[src/rtl/nyq_coeff_loader.sv]
// Write-side initiator for the NYQ coefficient memory: turns a valid/ready word
// stream into single-cycle writes starting at a programmed base address.
module nyq_coeff_loader #(
    parameter int ADDR_WIDTH = 6,
    parameter int MEM_WIDTH  = 24
) (
    input  logic                  Clk_CI,
    input  logic                  Rst_RI,
    input  logic                  Start_SI,
    input  logic [ADDR_WIDTH-1:0] BaseAddr_DI,
    input  logic [ADDR_WIDTH:0]   Count_DI,
    input  logic                  Abort_SI,
    input  logic                  Coef_Valid_SI,
    input  logic [MEM_WIDTH-1:0]  Coef_In_DI,
    output logic                  Coef_Ready_SO,
    output logic                  WrEn_SO,
    output logic [ADDR_WIDTH-1:0] Addr_DO,
    output logic [MEM_WIDTH-1:0]  PAR_Out_DO,
    output logic                  Busy_SO,
    output logic                  Done_SO,
    output logic                  Err_SO
);

    typedef enum logic {
        S_IDLE,
        S_LOAD
    } state_t;

    localparam logic [ADDR_WIDTH:0] LP_MAX_CNT = {1'b1, {ADDR_WIDTH{1'b0}}};

    // A request larger than the memory still fills it exactly once.
    function automatic logic [ADDR_WIDTH:0] f_clamp_count(input logic [ADDR_WIDTH:0] cnt);
        return (cnt > LP_MAX_CNT) ? LP_MAX_CNT : cnt;
    endfunction

    state_t                r_state;
    logic [ADDR_WIDTH-1:0] r_addr;
    logic [ADDR_WIDTH:0]   r_rem;
    logic                  r_wren;
    logic [ADDR_WIDTH-1:0] r_addr_out;
    logic [MEM_WIDTH-1:0]  r_data_out;
    logic                  r_done;
    logic                  r_err;

    logic w_ready;
    logic w_accept;
    logic w_last;

    assign w_ready  = (r_state == S_LOAD) && !Abort_SI;
    assign w_accept = Coef_Valid_SI && w_ready;
    assign w_last   = (r_rem == {{ADDR_WIDTH{1'b0}}, 1'b1});

    always_ff @(posedge Clk_CI or posedge Rst_RI) begin
        if (Rst_RI) begin
            r_state    <= S_IDLE;
            r_addr     <= '0;
            r_rem      <= '0;
            r_wren     <= 1'b0;
            r_addr_out <= '0;
            r_data_out <= '0;
            r_done     <= 1'b0;
            r_err      <= 1'b0;
        end else begin
            r_wren <= 1'b0;
            r_done <= 1'b0;
            r_err  <= 1'b0;
            case (r_state)
                S_IDLE: begin
                    if (Start_SI) begin
                        if (Count_DI == '0) begin
                            r_done <= 1'b1;
                        end else begin
                            r_err   <= (Count_DI > LP_MAX_CNT);
                            r_addr  <= BaseAddr_DI;
                            r_rem   <= f_clamp_count(Count_DI);
                            r_state <= S_LOAD;
                        end
                    end
                end
                S_LOAD: begin
                    // A restart request mid-sequence is flagged but never resamples.
                    if (Start_SI) begin
                        r_err <= 1'b1;
                    end
                    if (Abort_SI) begin
                        r_rem   <= '0;
                        r_state <= S_IDLE;
                    end else if (w_accept) begin
                        r_wren     <= 1'b1;
                        r_addr_out <= r_addr;
                        r_data_out <= Coef_In_DI;
                        r_addr     <= r_addr + 1'b1;
                        r_rem      <= r_rem - 1'b1;
                        if (w_last) begin
                            r_done  <= 1'b1;
                            r_state <= S_IDLE;
                        end
                    end
                end
                default: r_state <= S_IDLE;
            endcase
        end
    end

    assign Coef_Ready_SO = w_ready;
    assign Busy_SO       = (r_state == S_LOAD);
    assign WrEn_SO       = r_wren;
    assign Addr_DO       = r_addr_out;
    assign PAR_Out_DO    = r_data_out;
    assign Done_SO       = r_done;
    assign Err_SO        = r_err;

endmodule

[config.mk]
export PLATFORM = sky130hd
export DESIGN_NAME = nyq_coeff_loader
export DESIGN_NICKNAME = d
export VERILOG_FILES = /design/src/rtl/nyq_coeff_loader.sv
export SDC_FILE = /design/constraint.sdc
export NUM_CORES = 1
export LEC_CHECK = 0
export ABC_AREA = 1
export BUFFER_PORTS_ARGS = -buffer_cell sky130_fd_sc_hd__buf_2
export CORE_MARGIN = 2
export CORE_UTILIZATION = 50
export DETAILED_ROUTE_END_ITERATION = 8
export PLACE_DENSITY_LB_ADDON = 0.25
export SYNTH_ARGS = -nofsm -noshare
export SYNTH_HDL_FRONTEND = slang
export SYNTH_SLANG_ARGS = --single-unit
[constraint.sdc]
create_clock -name Clk_CI -period 1.35 [get_ports Clk_CI]
set_input_delay 0.0675 -clock Clk_CI [delete_from_list [all_inputs] [get_ports Clk_CI]]
set_output_delay 0.0675 -clock Clk_CI [all_outputs]
set_load 0.01 [all_outputs]
[After elaboration in Yosys (flattened, before gate mapping)]
Cells that the tools add are included.
Word-level totals
  flip-flop bits (word level): 47
  bits of input ports: 42
  output and inout port bits: 35
  word-level logic and storage cells: 56
Cells by class
  $add $sub $neg: 2
  $lt $le $gt $ge: 1
  equal/unequal tests: 6
  mux-type cells: 30
  bitwise logic cells: 2
  reductions and logical operators: 7
Operators by type and width (count)
  $mux 7: 5
  $mux 6: 4
  $mux 1: 16
  $pmux 7 s2: 1
  $pmux 6 s2: 1
  $eq 7x1->1 const B: 1
  $gt 7x7->1 const B: 1
  $logic_not 7->1: 1
  $sub 7x1->7 const B: 1
  $add 6x1->6 const B: 1
  $ne 2x2->1 const B: 3
  $pmux 1 s2: 3
  $reduce_and 3->1: 2
  $reduce_and 4->1: 1
  $ne 3x2->1 const B: 1
  $logic_and 1x1->1: 2
  $ne 2x1->1 const B: 1
  $not 1->1: 2
  $logic_not 1->1: 1

[Depth between registers and ports, before layout]
  depth after elaboration: 6
  mapped depth: 8
  depth with buffers taken out: 8

[Worst setup path after synthesis]
Ideal clock, no wire load.
  path type: reg2reg
  start: reg r_state, in the netlist Busy_SO
  end: reg r_data_out[19], in the netlist PAR_Out_DO[19]
  library setup time: 116 ps
  arrival: 1103 ps
  required time: 1234 ps
  path slack: 131 ps
  stages on the path, launching flop included: 9
  path buffers: 3
  clock period less this slack: 1219 ps
  cells stage by stage: dfrtp_1 > buf_6 > inv_4 > nor2_8 > nand2_4 > buf_6 > buf_6 > nand2_1 > nand2_1
On the way
  cells in the longest elaborated chain, start to end: 3
RTL lines
  from (decl): RTL line 36  | state_t r_state;
  from (signal assigned): RTL line 55  | r_state <= S_IDLE;
  from (signal assigned): RTL line 76  | r_state <= S_LOAD;
  from (signal assigned): RTL line 87  | r_state <= S_IDLE;
  $logic_and 1x1->1: RTL line 49  | assign w_ready = (r_state == S_LOAD) && !Abort_SI;
  $logic_and 1x1->1: RTL line 50  | assign w_accept = Coef_Valid_SI && w_ready;
  $reduce_and 3->1 (no source line) (*)
  to (signal assigned): RTL line 91  | r_data_out <= Coef_In_DI;
  to (decl): RTL line 41  | logic [MEM_WIDTH-1:0] r_data_out;
Every way passes the cells marked *; elsewhere a longest branch is shown, timed or not.
A chain may end at the register's enable or synchronous reset.

[Worst setup path in the final report]
  start: reg r_addr[1]
  end: reg r_addr[2]
On the way
  cells in the longest elaborated chain, start to end: 4
RTL lines
  from (decl): RTL line 37  | logic [ADDR_WIDTH-1:0] r_addr;
  from (signal assigned): RTL line 74  | r_addr <= BaseAddr_DI;
  from (signal assigned): RTL line 92  | r_addr <= r_addr + 1'b1;
  $add 6x1->6: RTL line 92
  $mux 6: RTL line 88  | end else if (w_accept) begin
  $mux 6: RTL line 85  | if (Abort_SI) begin
  $pmux 6 s2: RTL line 67  | case (r_state)
No other way between the ends. The select of a mux whose other input is x is not followed.

==> run_results.csv <==
group,metric,value,unit
outcome,status,"finished clean",
cells_and_area,n_fill_cell,377,
sta,fin_skew,0.00645,ns
worst_setup_path,arrival,1.44,ns
global_routing,grt_usage,22.6,%
sta,worst_pin_slew,0.510,ns
clocking,clock_latency,0.29,ns
placed_design,portBuffers,76,
clocking,htree_levels,2,
worst_setup_path,path_class,"reg2reg",
sta,max_freq,0.789,GHz
route,drt-initial-drc-count,105,
synthesis,syn_nets,331,
sta,setup_viol,0,
cells_and_area,final_layout_size_suffix_gt1_share,32.1,%
power,p_per_area,1500,mW/mm^2
route,met1_length,2.40,mm
route,firstDrtPassIters,4,
min_path,hp-class,"in2reg",
run,cap_viol_max_count,0,
cells_and_area,finish.utilization,70.7,%
synthesis,synth_area,0.00234,mm^2
synthesis,syn_inst,286,
route,vias_per_cell,4.92,
sta,slew_headroom,66.0,%
cells_and_area,layout_common_cells,"nand2_1 (143), buf_2 (76), dfrtp_1 (46)",
clocking,clk_pin_slew_worst_paths,0.08,ns
synthesis,synth_top_flop_cell,"dfrtp_1",
placed_design,dp.cells,413,
route,wl_met2,2.91,mm
floorplan,io_pins,77,
floorplan,rows,24,
sta,tns,0,ns
route,antenna_left,0,
cells_and_area,n_antenna_cell,0,
cells_and_area,final_common_cell,"nand2_1",
route,wl_per_cell,12.5,um
cells_and_area,fin_area,0.00314,mm^2
global_routing,antenna_found_initial,0,
clocking,cts_buffer_depth,2,
power,ir_drop,0.732,mV
global_routing,grt_max_degree,33,
synthesis,synth_edf_count,0,
worst_setup_path,start_kind,"register",
floorplan,dieWidth,72.4,um
clocking,cts_tree,"built",
placed_design,place_congestion,0.806,
synthesis,yosys_warnings,0,
synthesis,synthArstFlopShare,100,%
synthesis,synth_top_cell_by_area,"dfrtp_1",
route,drc,0,
synthesis,avgSynthCellArea,8.18,um^2
global_routing,grt_pass1_vias,2121,
placed_design,dp_hpwl,3.82,mm
worst_setup_path,cp.required,1.52,ns
route,top_layer,"met4",
route,drt_wl_total,5.56,mm
global_routing,grt_pass1_wl,9.28,mm
power,p_leak,1.77,nW
worst_setup_path,end_kind,"register",
power,fin_total_pwr,0.00471,W
cells_and_area,instances_no_fill,445,
synthesis,synth_top_area_share,50.3,%
sta,finalHoldViolations,0,
synthesis,synth-seq-cells,47,
floorplan,die_area,0.00524,mm^2
clocking,numCtsBuffers,5,
sta,fin_crit,1.27,ns
clocking,cts_sinks,47,
clocking,cts-root-buf,"clkbuf_8",
floorplan,initial_core_util,52.6,%
sta,rsz0062_at_grt,"no",
worst_setup_path,critPathMaxFanout,4,
route,via_count,2189,
synthesis,synth.distinct_cells,23,
floorplan,core_area,0.00444,mm^2
cells_and_area,syn_to_final_growth,34.4,%
synthesis,ys_seq_area_share,50.3,%
route,route.met3.wl,219,um
cells_and_area,nNetsFinal,438,
global_routing,gr-total-overflow,0,
sta,finalCritPeriodShare,93.8,%
placed_design,placed_area,0.00280,mm^2
floorplan,die_h,72.4,um
synthesis,synthTopCellsByArea,"dfrtp_1 (50%), nand2_1 (23%), nand3_1 (4.3%)",
sta,final_max_slew_viol_count,0,
critical path, cell delays in order, from the launching register on:
cell and delay [ns]:
dfrtp_1 0.41, ha_1 0.23, or2_2 0.28, nand3_1 0.07, nand2_1 0.06, nand2_2 0.06, o21ai_2 0.05
path summary, 6_finish.rpt:
check | cells past startpoint | startpoint | slack [ns] | end
max in group asynchronous | 4 | Rst_RI | 0.48 | PAR_Out_DO[1]
max | 6 | r_addr[1] | 0.08 | r_addr[2]
min in group asynchronous | 3 | Rst_RI | 0.37 | PAR_Out_DO[22]
max reg2reg | 6 | r_addr[1] | 0.08 | r_addr[2]
min reg2reg | 2 | PAR_Out_DO[11] | 0.48 | PAR_Out_DO[11]
min | 3 | Start_SI | 0.03 | Err_SO
state kept, by name, indices dropped and copies added, names as in the netlist:
| register | cells |
|---|---|
| Done_SO | 1 |
| r_rem | 7 |
| PAR_Out_DO | 24 |
| Err_SO | 1 |
| Busy_SO | 1 |
| WrEn_SO | 1 |
| r_addr | 6 |
| Addr_DO | 6 |
power by group:
group          internal, W  switching [W]
Sequential         0.00182       0.000278
Combinational     0.000773        0.00103
Clock             0.000355       0.000458
Total              0.00295        0.00177
kinds of logic (layout without fill, tap and decap cells):
group,count (synthesis),after routing,share of synthesized area [%]
and+or+nand+nor,189,189,34.8
adders and majority gates,3,3,1.61
buffers and inverters,29,136,7.22
DFF,47,47,50.3
AOI/OAI and AO/OA,18,18,6.10
synthesized netlist by cell type (3+ instances only):
master   instances
nand2_2          7
inv_1           16
dfrtp_1         47
buf_6            6
o21ai_0          5
nor2_2           3
nand3_1         20
nor2_1           5
ha_1             3
nand4_1          4
nand2_1        143
o21ai_2         11
final cells by class:
cell class                 count  area, um^2  area share [%]
clock inverter                 2        13.8           0.438
sequential                    47        1180            37.5
inverter                      19        76.3            2.43
multi-input combinational    210        1010            32.0
tap                           52        65.1            2.07
clock buffer                   5        68.8            2.19
timing repair buffer         110         736            23.4
repair_timing:
action / 4_1_cts / 5_1_grt
hold endpoints to repair: 43 / 0
setup endpoints to repair: 0 / 2
resized for setup: 0 / 4
hold buffers: 25 / 0
buffers inserted: 0 / 0
through the flow:
stage               hold WS [ns]  setup WS [ns]
finish                    0.0260         0.0833
CTS                       0.0200         0.0172
floorplan                  0.177          0.131
global placement           0.118         0.0371
global route              0.0560         0.0195
detailed placement         0.131         0.0550
layer usage:
metal	vias to the layer above	global-route usage, %
li1	1097	-
met1	1032	27.9
met2	56	41.0
met3	4	4.31
met4	0	4.94
met5	-	0
Note: power is estimated with default switching activity, not from simulation.
